### config.mk
export PLATFORM = sky130hd
export DESIGN_NAME = mcp3202_responder
export DESIGN_NICKNAME = d
export VERILOG_FILES = /design/src/rtl/mcp3202_pkg.sv /design/src/rtl/sync_edge.sv /design/src/rtl/mcp3202_responder.sv
export SDC_FILE = /design/constraint.sdc
export NUM_CORES = 1
export LEC_CHECK = 0
export ABC_AREA = 1
export ABC_CLOCK_PERIOD_IN_PS = 4500
export BUFFER_PORTS_ARGS = -buffer_cell sky130_fd_sc_hd__buf_2
export CAP_MARGIN = 10
export CORE_AREA = 3 3 83 85
export DETAILED_ROUTE_END_ITERATION = 7
export DIE_AREA = 0 0 86 88
export PLACE_DENSITY = 0.79
export SLEW_MARGIN = 20
export SYNTH_ARGS = -nofsm -noshare
export SYNTH_HDL_FRONTEND = slang
export SYNTH_SLANG_ARGS = --single-unit
### constraint.sdc
create_clock -name clk -period 4.5 [get_ports clk]
set_clock_uncertainty 0.05 [all_clocks]
set_input_delay 0.9 -clock clk [delete_from_list [all_inputs] [get_ports clk]]
set_output_delay 0.9 -clock clk [all_outputs]
set_load 0.01 [all_outputs]
### src/rtl/mcp3202_pkg.sv
// Shared types and constants for the MCP3202 ADC responder.
package mcp3202_pkg;

    localparam int unsigned CFG_BITS  = 3;
    localparam int unsigned DATA_BITS = 12;

    typedef logic [3:0] cnt_t;

    localparam cnt_t CFG_LAST  = cnt_t'(CFG_BITS - 1);
    localparam cnt_t DATA_LAST = cnt_t'(DATA_BITS - 1);

    typedef enum logic [2:0] {
        StIdle,
        StWaitStart,
        StCfg,
        StNullb,
        StDataMsb,
        StDataLsb,
        StTrail
    } state_e;

    // Conversion result for a given SGL/ODD selection; differential modes clamp at zero.
    function automatic logic [DATA_BITS-1:0] select_sample(
        input logic                 sgl,
        input logic                 odd,
        input logic [DATA_BITS-1:0] ch0,
        input logic [DATA_BITS-1:0] ch1
    );
        if (sgl) begin
            return odd ? ch1 : ch0;
        end
        if (!odd) begin
            return (ch0 > ch1) ? ch0 - ch1 : '0;
        end
        return (ch1 > ch0) ? ch1 - ch0 : '0;
    endfunction

endpackage

### src/rtl/sync_edge.sv
// Multi-flop synchroniser with single-cycle rise/fall pulses for one async input.
module sync_edge #(
    parameter int unsigned Stages   = 2,
    parameter logic        ResetVal = 1'b0
) (
    input  logic clk,
    input  logic reset,
    input  logic din,
    output logic level,
    output logic rise,
    output logic fall
);

    logic [Stages-1:0] sync_q;
    logic              prev_q;

    // Shift chain plus one history flop; reset to the idle level so release makes no edge.
    always_ff @(posedge clk or posedge reset) begin
        if (reset) begin
            sync_q <= {Stages{ResetVal}};
            prev_q <= ResetVal;
        end else begin
            sync_q <= {sync_q[Stages-2:0], din};
            prev_q <= sync_q[Stages-1];
        end
    end

    // Edges come from the last two synchronised samples.
    always_comb begin
        level = sync_q[Stages-1];
        rise  = sync_q[Stages-1] & ~prev_q;
        fall  = ~sync_q[Stages-1] & prev_q;
    end

endmodule

### src/rtl/mcp3202_responder.sv
// SPI slave that mimics an MCP3202 12-bit ADC: decodes start/config bits on DIN
// and returns a null bit plus the selected sample on DOUT.
module mcp3202_responder
    import mcp3202_pkg::*;
#(
    parameter int unsigned SYNC_STAGES  = 2,
    parameter bit          MSBF_ALLOWED = 1'b1
) (
    input  logic                 clk,
    input  logic                 reset,
    input  logic                 sck,
    input  logic                 cs_n,
    input  logic                 mosi,
    output logic                 miso,
    output logic                 miso_oe,
    input  logic [DATA_BITS-1:0] ch0_data,
    input  logic [DATA_BITS-1:0] ch1_data,
    output logic                 cfg_valid,
    output logic                 cfg_sgl,
    output logic                 cfg_odd,
    output logic                 busy
);

    logic sck_level, sck_rise, sck_fall;
    logic cs_level, cs_rise, cs_fall;
    logic mosi_level, mosi_rise, mosi_fall;

    sync_edge #(
        .Stages   (SYNC_STAGES),
        .ResetVal (1'b0)
    ) u_sync_sck (
        .clk   (clk),
        .reset (reset),
        .din   (sck),
        .level (sck_level),
        .rise  (sck_rise),
        .fall  (sck_fall)
    );

    sync_edge #(
        .Stages   (SYNC_STAGES),
        .ResetVal (1'b1)
    ) u_sync_cs (
        .clk   (clk),
        .reset (reset),
        .din   (cs_n),
        .level (cs_level),
        .rise  (cs_rise),
        .fall  (cs_fall)
    );

    // Same depth as sck so DIN is sampled in step with the detected rising edge.
    sync_edge #(
        .Stages   (SYNC_STAGES),
        .ResetVal (1'b0)
    ) u_sync_mosi (
        .clk   (clk),
        .reset (reset),
        .din   (mosi),
        .level (mosi_level),
        .rise  (mosi_rise),
        .fall  (mosi_fall)
    );

    logic unused_sync;
    assign unused_sync = ^{sck_level, cs_rise, mosi_rise, mosi_fall};

    state_e               state_q;
    cnt_t                 bit_cnt_q;
    logic                 msbf_q;
    logic [DATA_BITS-1:0] sample_q;

    // Transaction FSM with all outputs registered.
    always_ff @(posedge clk or posedge reset) begin
        if (reset) begin
            state_q   <= StIdle;
            bit_cnt_q <= '0;
            msbf_q    <= 1'b0;
            sample_q  <= '0;
            miso      <= 1'b0;
            miso_oe   <= 1'b0;
            busy      <= 1'b0;
            cfg_valid <= 1'b0;
            cfg_sgl   <= 1'b0;
            cfg_odd   <= 1'b0;
        end else begin
            cfg_valid <= 1'b0;
            if (cs_level) begin
                // Deselect wins over everything: release the pad and abort.
                state_q <= StIdle;
                miso    <= 1'b0;
                miso_oe <= 1'b0;
                busy    <= 1'b0;
            end else begin
                unique case (state_q)
                    StIdle: begin
                        if (cs_fall) begin
                            state_q <= StWaitStart;
                            busy    <= 1'b1;
                        end
                    end
                    StWaitStart: begin
                        // Leading zeros before the start bit are skipped.
                        if (sck_rise && mosi_level) begin
                            state_q   <= StCfg;
                            bit_cnt_q <= '0;
                        end
                    end
                    StCfg: begin
                        if (sck_rise) begin
                            bit_cnt_q <= bit_cnt_q + 4'd1;
                            if (bit_cnt_q == 4'd0) begin
                                cfg_sgl <= mosi_level;
                            end else if (bit_cnt_q == 4'd1) begin
                                cfg_odd <= mosi_level;
                            end
                            if (bit_cnt_q == CFG_LAST) begin
                                // SGL and ODD are already registered by this edge.
                                msbf_q    <= mosi_level;
                                cfg_valid <= 1'b1;
                                sample_q  <= select_sample(cfg_sgl, cfg_odd, ch0_data, ch1_data);
                                state_q   <= StNullb;
                            end
                        end
                    end
                    StNullb: begin
                        if (sck_fall) begin
                            miso_oe   <= 1'b1;
                            miso      <= 1'b0;
                            bit_cnt_q <= DATA_LAST;
                            state_q   <= StDataMsb;
                        end
                    end
                    StDataMsb: begin
                        if (sck_fall) begin
                            miso <= sample_q[bit_cnt_q];
                            if (bit_cnt_q == 4'd0) begin
                                // B0 is shared; LSB-first readout resumes at B1.
                                if (!msbf_q && MSBF_ALLOWED) begin
                                    bit_cnt_q <= 4'd1;
                                    state_q   <= StDataLsb;
                                end else begin
                                    state_q <= StTrail;
                                end
                            end else begin
                                bit_cnt_q <= bit_cnt_q - 4'd1;
                            end
                        end
                    end
                    StDataLsb: begin
                        if (sck_fall) begin
                            miso <= sample_q[bit_cnt_q];
                            if (bit_cnt_q == DATA_LAST) begin
                                state_q <= StTrail;
                            end else begin
                                bit_cnt_q <= bit_cnt_q + 4'd1;
                            end
                        end
                    end
                    StTrail: begin
                        if (sck_fall) begin
                            miso    <= 1'b0;
                            miso_oe <= 1'b1;
                        end
                    end
                    default: begin
                        state_q <= StIdle;
                    end
                endcase
            end
        end
    end

endmodule

==> impl_metrics.csv <==
group,metric,value,unit
status,status,"completed",
placement,placed_cell_area,3760,sq um
placement,dp_cells,662,
floorplan,die_h,88,microns
worst_setup_path,cp_max_fo,8,
floorplan,fp.dieArea,7570,sq um
worst_setup_path,critPathLaunch,"ch1_data[0]",
worst_setup_path,endpoint_kind,"flip-flop",
clock_tree,clock_path_buffers,2,
worst_setup_path,required,4.63,ns
drt,vias,3570,
global_route,grt.overflow.total,0,
logic_synthesis,syn-cell-area,3560,sq um
final_layout,layout_common_cells,"nand2_1 (159), inv_1 (95), nor2_1 (52)",
timing,finalCritPeriodShare,55.9,%
clock_tree,clock_latency,0.30,ns
final_layout,fin_cells,670,
clock_tree,cts_inserted_buffers,5,
power,ir_worst_vdd,0.308,mV
final_layout,drive_above_1_share,13.0,%
logic_synthesis,syn_nets,623,
worst_setup_path,r2r-end,"state_q[1]",
drt,detail_route.wl_per_cell,13.1,microns
drt,routed_wl,8790,microns
clock_tree,clockRootBuffer,"clkbuf_8",
clock_tree,tritoncts,"done",
final_layout,n_antenna_cell,0,
logic_synthesis,ys_seq_area_share,24.0,%
drt,first_pass_iters,5,
global_route,grt_max_degree,35,
clock_tree,clkTransAtPathRegs,0.07,ns
global_route,grt_pass1_vias,3265,
logic_synthesis,syn_inst,563,
min_path,hp-class,"flip-flop to flip-flop",
worst_setup_path,critPathKind,"input port to flip-flop",
logic_synthesis,ys_warn_count,0,
final_layout,final_common_cell,"nand2_1",
floorplan,io_pins,35,
flow_run,max-cap-violations,0,
global_route,track_usage,24.0,%
worst_setup_path,start_kind,"input port",
drt,drtIter0Drc,147,
final_layout,fillers,598,
final_layout,area_growth,8.19,%
timing,fmax,398,MHz
timing,maxSlewViolCount,0,
min_path,worstHoldStart,"u_sync_sck.sync_q[0]",
power,leakagePower,2.14,nW
drt,route.detailed.drc,0,
timing,hold_viol,0,
timing,setup_viol,0,
timing,rsz0062_at_grt,"false",
global_route,antenna_found_initial,0,
logic_synthesis,ys_ff_latch,34,
timing,period_needed,2.51,ns
worst_setup_path,r2r_cells,10,
worst_setup_path,cp.arrival,2.65,ns
logic_synthesis,synthDistinctLibCells,39,
final_layout,nets,652,
worst_setup_path,r2r_slack,2.17,ns
global_route,grt_pass1_wl,14600,microns
worst_setup_path,reg2reg_from,"bit_cnt_q[0]",
timing,fin_tns_setup,0,ns
drt,ant_nets,0,
placement,gp_congestion,0.926,
clock_tree,htreeDepth,2,
floorplan,die_w,86,microns
timing,slew_headroom,41.7,%
worst_setup_path,endpoint,"sample_q[7]",
floorplan,std_cell_rows,29,
final_layout,stdcell_area,3850,sq um
floorplan,design.core.area,6280,sq um
power,power.density,372,nW/um^2
clock_tree,hold_buffers,0,
floorplan,initial_core_util,56.7,%
placement,port_buffers,34,
clock_tree,cts_setup_buffers,0,
clock_tree,cts_resized,0,
timing,tightest_slew,0.874,ns
placement,hpwl,7090,microns
logic_synthesis,avgSynthCellArea,6.32,sq um
clock_tree,clock-sinks,34,
drt,via_per_inst,5.33,
## power breakdown
| group | switching [mW] | leakage (nW) | internal (mW) | total (mW) |
|---|---|---|---|---|
| clock network | 0.119 | 0.0472 | 0.123 | 0.241 |
| registers | 0.107 | 0.421 | 0.378 | 0.485 |
| logic | 0.454 | 1.68 | 0.253 | 0.707 |
| total | 0.680 | 2.14 | 0.754 | 1.43 |
## area by class of cell
class                   instances  area, sq um  share of cell area, %
repair buffers                 35          178                   4.61
inverters                     102          388                   10.1
multi-input cells             414         2240                   58.2
flip-flops and latches         34          855                   22.2
clock inverters                 2         12.5                  0.325
well taps                      77         96.3                   2.50
clock buffers                   6         82.6                   2.14
## critical path, cell delays in order
cell and delay [ns]:
buf_2 0.11, inv_1 0.07, ha_1 0.18, inv_1 0.09, fa_1 0.46, nand3_1 0.10, nand3_1 0.13, nand2_1 0.11
nand3_2 0.08, nand2_4 0.10, inv_4 0.06, o21ai_1 0.07, nand2_1 0.06, nand2_1 0.07, a21oi_2 0.05
## flip-flops by register name, indices dropped and copies added (netlist names), 2 cells and up
register,flops
bit_cnt_q,4
sample_q,12
state_q,3
u_sync_cs.sync_q,2
u_sync_mosi.sync_q,2
u_sync_sck.sync_q,2
## kinds of logic (layout without fill, tap and decap cells)
| logic type | after synthesis | count (layout) | share of synthesized area (%) |
|---|---|---|---|
| adder cells (fa/ha/maj) | 31 | 31 | 11.3 |
| AO/OA/AOI/OAI | 94 | 94 | 14.9 |
| XOR/XNOR | 14 | 14 | 3.44 |
| AND/OR/NAND/NOR | 275 | 275 | 33.3 |
| buffers and inverters | 115 | 145 | 13.1 |
| flip-flops | 34 | 34 | 24.0 |
## routing by layer
layer	track usage, %	up-vias	share of wire [%]
met3	2.26	20	4.7
met2	43.5	104	51
met1	29.1	1618	42
met4	9.93	0	2.8
li1	-	1828	-
met5	0	-	0
## how the worst min path moves through the flow
stage                            end  slack [ns]  cells after the start
5_1_grt          u_sync_cs.sync_q[1]        0.31                      0
4_1_cts         u_sync_sck.sync_q[1]        0.30                      0
3_3_place_gp    u_sync_sck.sync_q[1]        0.28                      0
6_report        u_sync_sck.sync_q[1]        0.30                      0
3_5_place_dp    u_sync_sck.sync_q[1]        0.29                      0
2_1_floorplan  u_sync_mosi.sync_q[1]        0.28                      0
## stage by stage
stage | util [%] | setup slack (ns) | hold slack (ns) | total power, mW
after floorplan | - | 2.03 | 0.281 | 1.02
after global placement | 59.9 | 1.78 | 0.283 | 1.18
after detailed placement | 59.9 | 1.70 | 0.286 | 1.19
after CTS | 61.4 | 1.98 | 0.301 | 1.43
after global routing | 61.4 | 1.79 | 0.306 | 1.57
final | 61.4 | 1.99 | 0.298 | 1.43
## synthesized netlist by cell type, drive strengths merged
cell type | instances | area share [%]
nand2 | 167 | 18
inv | 101 | 11
nor2 | 56 | 6.5
a21oi | 45 | 7.1
o21ai | 37 | 5.3
nand3 | 36 | 5.8
dfrtp | 31 | 22
ha | 29 | 10
nand4 | 10 | 1.8
xor2 | 10 | 2.5
buf | 8 | 1.6
clkbuf | 5 | 0.56
nor3 | 5 | 0.70
o211ai | 4 | 0.84
xnor2 | 4 | 0.98
dfstp | 3 | 2.2
a31oi | 2 | 0.35
fa | 2 | 1.1
a211oi | 1 | 0.21
a21o | 1 | 0.21
and2 | 1 | 0.18
clkinv | 1 | 0.11
o21bai | 1 | 0.21
o221ai | 1 | 0.25
o22ai | 1 | 0.18
o311ai | 1 | 0.25
Note: power is estimated with default switching activity, not from simulation.
